--- src/rtl/al_n2w.sv ---
// Narrow-to-wide packer: gathers DAT_IN_W beats LSB lane first into one word.
// Optional macro AL_N2W_ZERO_PAD_EN zeroes lanes above the last valid lane.
module al_n2w #(
  parameter int DAT_IN_W  = 8,
  parameter int DAT_OUT_W = 32
) (
  input  logic                 clk,
  input  logic                 rst,
  input  logic                 us_vld,
  input  logic                 us_last,
  input  logic [DAT_IN_W-1:0]  us_dat,
  output logic                 us_rdy,
  output logic                 ds_vld,
  input  logic                 ds_rdy,
  output logic [DAT_OUT_W-1:0] ds_dat,
  output logic [$clog2(DAT_OUT_W/DAT_IN_W)-1:0] ds_last_vld_sel
);

  localparam int RATIO = DAT_OUT_W / DAT_IN_W;
  localparam int SEL_W = $clog2(RATIO);
  localparam logic [SEL_W-1:0] CNT_MAX = SEL_W'(RATIO - 1);

  logic [SEL_W-1:0]     cnt;
  logic [DAT_OUT_W-1:0] asm_q;
  logic [DAT_OUT_W-1:0] wr_word;
  logic [DAT_OUT_W-1:0] out_word;
  logic                 cpl;
  logic                 acc;

  assign cpl    = (cnt == CNT_MAX) | us_last;
  assign us_rdy = ~cpl | ~ds_vld | ds_rdy;
  assign acc    = us_vld & us_rdy;

  // Assembly image with lane cnt overwritten by the incoming beat
  always_comb begin
    wr_word  = asm_q;
    out_word = asm_q;
    for (int i = 0; i < RATIO; i++) begin
      if (SEL_W'(i) == cnt) begin
        wr_word[i*DAT_IN_W +: DAT_IN_W]  = us_dat;
        out_word[i*DAT_IN_W +: DAT_IN_W] = us_dat;
      end
`ifdef AL_N2W_ZERO_PAD_EN
      else if (SEL_W'(i) > cnt) begin
        out_word[i*DAT_IN_W +: DAT_IN_W] = '0;
      end
`endif
    end
  end

  // Lane counter and assembly register
  always_ff @(posedge clk or posedge rst) begin
    if (rst) begin
      cnt   <= '0;
      asm_q <= '0;
    end else if (acc) begin
      if (cpl) begin
        cnt <= '0;
`ifdef AL_N2W_ZERO_PAD_EN
        asm_q <= '0;
`else
        asm_q <= wr_word;
`endif
      end else begin
        cnt   <= cnt + SEL_W'(1);
        asm_q <= wr_word;
      end
    end
  end

  // Output slot: load on completion, drain on ds_rdy
  always_ff @(posedge clk or posedge rst) begin
    if (rst) begin
      ds_vld          <= 1'b0;
      ds_dat          <= '0;
      ds_last_vld_sel <= '0;
    end else if (acc && cpl) begin
      ds_vld          <= 1'b1;
      ds_dat          <= out_word;
      ds_last_vld_sel <= cnt;
    end else if (ds_rdy) begin
      ds_vld <= 1'b0;
    end
  end

endmodule
--- config.mk ---
export PLATFORM = sky130hd
export DESIGN_NAME = al_n2w
export DESIGN_NICKNAME = d
export VERILOG_FILES = /design/src/rtl/al_n2w.sv
export SDC_FILE = /design/constraint.sdc
export NUM_CORES = 1
export LEC_CHECK = 0
export CORE_MARGIN = 10
export CORE_UTILIZATION = 58
export CTS_CLUSTER_DIAMETER = 80
export CTS_CLUSTER_SIZE = 25
export DETAILED_ROUTE_END_ITERATION = 10
export PLACE_DENSITY = 0.82
export RECOVER_POWER = 100
export SETUP_SLACK_MARGIN = 0.05
export SLEW_MARGIN = 20
export SYNTH_ARGS = -nofsm -noshare
export SYNTH_HDL_FRONTEND = slang
export SYNTH_SLANG_ARGS = --single-unit
--- constraint.sdc ---
create_clock -name clk -period 4.6 [get_ports clk]
set_clock_uncertainty 0.15 [all_clocks]
set_input_delay 0.92 -clock clk [delete_from_list [all_inputs] [get_ports clk]]
set_output_delay 0.92 -clock clk [all_outputs]
set_load 0.005 [all_outputs]
==> reports/qor.csv, run 1 <==
metric,value,unit
post-synth top area share,53.41,%
Hold Path Class,register to register,
#FFs+latches synth,69,
CTS tree,built,
share of cells above drive strength 1,31.52,%
RSZ-0062 raised after global routing,no,
status,"complete, no violations",
Final Hold Viols,0,
"Slowest-stage cell, CP",dlygate4sd3_1,
fmax,0.2810,GHz
Initial Util,59.08,%
met1 global-route usage,17.34,%
drc violations,0,
Mapped Avg Cell Area,16.01,sq um
clock insertion delay at the later pin of the skew report,0.34,ns
HPWL after detailed placement,4311,microns
Power Density,600.7,nW/um^2
die extent in y,94.66,microns
Worst setup EP type,primary output,
LEAKAGE,1.648,nW
largest net degree at the start of global routing,36,
worst path required time,3.53,ns
nets@finish,270,
Sink Count,69,
Storage cell area,1727,sq um
Ys Warns,0,
hold_buf cts,0,
diode count,0,
Max Cap Viol,0,
Post-CTS Setup Inserts,0,
Die X,94.66,microns
vias in the first global route,1982,
CP Cell Sequence,dlygate4sd3_1 > or2_0 > nand2_1 > dlygate4sd3_1,
Final Setup Violations,0,
WL final,6151,microns
Port Buffer Count,48,
crit path max fanout,5,
Post-CTS Resized,0,
1st-pass router iterations,4,
initial antenna violation count,0,
fin. max-slew vios,0,
Longest Clk Path Bufs,2,
CP Class,input port to primary output,
gr usage total,14.65,%
setup_tns,0,ns
core footprint,5473,sq um
Die Footprint,8961,sq um
Clock transition at path regs,0.07,ns
H-tree depth,3,
area of the multi-input gates,1261,sq um
"Cell Area, Synth",3233,sq um
ranking of synthesized cells by area,"dfrtp_1, mux2_2, mux2_4, ha_1, a21oi_4",
per-cell routed wire length,18.70,microns
syn_nets,219,
root buf cell,clkbuf_8,
GRT busiest layer,met2,
"Buf+Inv Stages, Crit Path",2,
top cell type by total area after synthesis,dfrtp_1,
Overflow after GRT,0,
Place WS,1.061,ns
grt met2 use,23.91,%
area delta synth->final,16.14,%
Worst EP arrival,2.49,ns
# rows,27,
iteration-0 DRC count of the detailed router,42,
IO Count,49,
Slew headroom,10.65,%
sequential share of the synthesized area,53.41,%
Post-DRT Antenna Nets,0,
Slew @ Worst Pin,1.340,ns
Setup crit start kind,input port,
CTS buffer count,9,
met3 GRT Util,4.203,%
Crit path max-delay family,buffers and inverters,
Most common cell on crit path,dlygate4sd3_1,
Post-Synthesis Cells,202,
GP Congestion,0.7167,
vias,1780,
Yosys cell types,22,
worst vdd ir,342.6,uV
filler instances,418,
fin crit share,77.37,%
Slowest Stage Delay on Critical Path,0.57,ns
first-pass GRT wire length,10080,microns
Final WS setup,1.041,ns
Period minus WS final,3.559,ns
vias per inst,5.410,
==> layout make-up <==
class / instances / area share, %
Sequential cell: 69 / 45.98
Multi-Input combinational cell: 120 / 33.59
Timing Repair Buffer: 50 / 13.00
Clock buffer: 14 / 4.598
Tap cell: 72 / 2.399
Inverter: 3 / 0.2999
Clock inverter: 1 / 0.1333
==> layer usage <==
metal | vias up | part of all wire [%]
li1 | 822 | -
met1 | 911 | 43
met2 | 37 | 49
met3 | 10 | 6.8
met4 | 0 | 1.9
met5 | - | 0
==> flip-flops by register name, summed over array words and instances, names as in the netlist <==
signal,count
asm_q,32
ds_dat,32
ds_vld,1
ds_last_vld_sel,2
cnt,2
==> report_power, final <==
part           total [mW]  internal, mW  leakage [nW]  switching, mW
registers            1.03         0.890         0.835          0.141
clock network       0.446         0.237        0.0926          0.209
logic               0.780         0.513         0.720          0.267
total                2.26          1.64          1.65          0.617
==> Yosys cell counts <==
library cell and number:
a32o_1 1, clkbuf_2 3, nand3_2 1, dfrtp_1 69, nor2_1 1, inv_1 3, mux2_2 68, nand2b_1 1
mux2_4 29, o21ai_0 1, mux2_1 1, a21o_1 1, nand2_1 5, nand3_4 1, a21oi_4 3, and3_1 1
buf_6 1, buf_8 3, buf_2 3, nor2b_1 1, or2_1 1, ha_1 4
==> cells in the final DEF, fill, tap and decap left out <==
cell and n:
mux2_2 67, mux2_1 31, nor2b_1 1, and3_1 1, a32o_1 1, ha_1 4, a21oi_1 3, clkdlybuf4s50_1 9
o21ai_0 1, nand2_1 5, inv_1 3, nand3_1 1, nand3_4 1, dfrtp_1 69, nand2b_1 1, nor2_1 1
a21o_1 1, or2_0 1, clkbuf_1 4, dlygate4sd3_1 39, clkinv_2 1, clkbuf_8 12
==> worst paths after layout <==
check | to | start | cells after the start | slack [ns]
min in group asynchronous | ds_dat[13]$_DFFE_PP0P_ | rst | 2 | 1.12
worst min register to register | ds_dat[16]$_DFFE_PP0P_ | ds_dat[16]$_DFFE_PP0P_ | 1 | 0.34
worst max register to register | asm_q[8]$_DFFE_PP0P_ | cnt[0]$_DFFE_PP0P_ | 4 | 1.95
worst max-delay path | us_rdy | us_last | 4 | 1.04
worst min-delay path | ds_dat[16]$_DFFE_PP0P_ | ds_dat[16]$_DFFE_PP0P_ | 1 | 0.34
max in group asynchronous | ds_dat[0]$_DFFE_PP0P_ | rst | 3 | 1.41
==> per-stage QoR <==
step | power, mW | cell area (sq um) | std cells | hold WS (ns) | util [%]
after global placement | 1.995 | 3732 | 314 | 0.3138 | 68.20
after CTS | 2.491 | 3910 | 329 | 0.3528 | 71.44
after detailed placement | 2.034 | 3732 | 314 | 0.3324 | 68.20
after global routing | 2.404 | 3755 | 329 | 0.3554 | 68.61
after floorplan | 1.597 | 3233 | 202 | 0.3041 | -
final | 2.256 | 3755 | 329 | 0.3409 | 68.61
==> cell families after synthesis <==
kind of cell,Yosys count,share of synthesized area [%]
buffers and inverters,13,3.018
AND/OR/NAND/NOR,12,2.323
adder cells (fa/ha/maj),4,1.548
multiplexers,98,37.50
AO/OA/AOI/OAI,6,2.206
flip-flops,69,53.41
Note: power is estimated with default switching activity, not from simulation.
==> run 2, diff against run 1 <==
CORE_UTILIZATION = 54   (was 58)
PLACE_DENSITY = 0.77   (was 0.82)
clock period = 3.32 ns   (was 4.6 ns; I/O delays follow)
==> reports/qor.csv, run 2 (synthesis results as in run 1) <==
metric,value,unit
CTS tree,built,
Sink Count,69,
diode count,0,
1st-pass router iterations,2,
Final Setup Violations,0,
Reg2Reg Setup Slack,0.67,ns
r2r endpoint,ds_dat[16]$_DFFE_PP0P_,
worst vdd ir,437.0,uV
Top Registers,"asm_q x32, ds_dat x32",
GP Congestion,0.7070,
Power Density,819.1,nW/um^2
Routed met3 length,299,microns
Post-DRT Antenna Nets,0,
Slew @ Worst Pin,1.238,ns
nets@finish,273,
root buf cell,clkbuf_8,
status,"complete, no violations",
Port Buffer Count,48,
RSZ-0062 raised after global routing,no,
die extent in y,97.38,microns
Die Footprint,9482,sq um
# rows,28,
CTS buffer count,9,
Longest Clk Path Bufs,2,
hold_buf cts,0,
IO Count,49,
R2R cell count,6,
met2 WL,2621,microns
worst r2r src,cnt[1]$_DFFE_PP0P_,
end of the critical path,us_rdy,
largest net degree at the start of global routing,28,
gr usage total,12.84,%
"commonest cells after routing, fill and taps aside","dfrtp_1, mux2_2, dlygate4sd3_1",
DR top layer,met4,
share of cells above drive strength 1,32.31,%
"commonest non-fill, non-tap cell in the layout",dfrtp_1,
iteration-0 DRC count of the detailed router,30,
crit path max fanout,5,
fin crit share,91.95,%
drc violations,0,
LEAKAGE,1.655,nW
Post-CTS Resized,0,
Final Hold Viols,0,
fin. max-slew vios,0,
Hold WS,0.3400,ns
Initial Util,55.26,%
Overflow after GRT,0,
Worst EP arrival,2.24,ns
Max Cap Viol,0,
area delta synth->final,16.29,%
H-tree depth,3,
Post-CTS Setup Inserts,0,
Slew headroom,17.49,%
Clock transition at path regs,0.07,ns
initial antenna violation count,0,
vias in the first global route,1934,
first-pass GRT wire length,10130,microns
HPWL after detailed placement,4128,microns
Metal-1 WL,2900,microns
Die X,97.38,microns
core footprint,5851,sq um
WL final,5906,microns
CP Class,input port to primary output,
Hold Path Class,register to register,
vias,1773,
Period minus WS final,3.053,ns
worst path required time,2.51,ns
Setup crit start kind,input port,
Worst setup EP type,primary output,
Worst setup startpoint,us_last,
per-cell routed wire length,17.63,microns
vias per inst,5.293,
setup_tns,0,ns
fmax,0.3276,GHz
clock insertion delay at the later pin of the skew report,0.33,ns
==> run 2: cell types whose count changed in the layout (fill, tap and decap cells not counted), sizes merged <==
cell / delta
dlygate4sd3: -1
clkdlybuf4s50: +1
clkinv: +1
clkbuf: +2
==> run 2: power breakdown <==
group | switching (mW) | internal [mW] | total [mW]
logic | 0.363 | 0.723 | 1.09
clock network | 0.289 | 0.286 | 0.575
registers | 0.187 | 1.23 | 1.42
==> run 2: how the worst min path moves through the flow <==
| stage | from | to | slack, ns | cells past startpoint |
|---|---|---|---|---|
| floorplan | asm_q[22]$_DFFE_PP0P_ | asm_q[22]$_DFFE_PP0P_ | 0.30 | 1 |
| global placement | asm_q[22]$_DFFE_PP0P_ | asm_q[22]$_DFFE_PP0P_ | 0.32 | 1 |
| detailed placement | asm_q[22]$_DFFE_PP0P_ | asm_q[22]$_DFFE_PP0P_ | 0.33 | 1 |
| CTS | asm_q[22]$_DFFE_PP0P_ | asm_q[22]$_DFFE_PP0P_ | 0.34 | 1 |
| global route | ds_dat[14]$_DFFE_PP0P_ | ds_dat[14]$_DFFE_PP0P_ | 0.36 | 1 |
| finish | ds_dat[12]$_DFFE_PP0P_ | ds_dat[12]$_DFFE_PP0P_ | 0.34 | 1 |
==> run 2: critical path: stages <==
cell and delay [ns]:
dlygate4sd3_1 0.55, or2_1 0.20, clkbuf_1 0.17, nand2_1 0.08
dlygate4sd3_1 0.57
==> run 2: metrics by stage <==
step | setup WS [ns] | total power, mW | utilization [%] | cells | instance area, sq um
after floorplan | 0.7661 | 2.213 | - | 202 | 3233
after global placement | 0.3571 | 2.773 | 64.46 | 320 | 3771
after detailed placement | 0.3322 | 2.806 | 64.46 | 320 | 3771
after CTS | 0.3322 | 3.393 | 67.17 | 335 | 3930
after global routing | 0.2064 | 3.306 | 64.26 | 335 | 3760
final | 0.2674 | 3.080 | 64.26 | 335 | 3760
==> run 2: final cells by class <==
cell class / count / area, sq um
clock inverter: 2 / 10.01
multi-input combinational: 120 / 1269
tap: 75 / 93.84
inverter: 3 / 11.26
timing repair buffer: 53 / 500.5
sequential: 69 / 1727
fill: 465 / 2091
clock buffer: 13 / 148.9
==> run 2: routing by layer <==
| metal | vias to the layer above | global-route usage [%] |
|---|---|---|
| met1 | 900 | 16.59 |
| li1 | 831 | - |
| met2 | 34 | 19.32 |
| met5 | - | 0 |
| met3 | 8 | 3.841 |
| met4 | 0 | 5.705 |
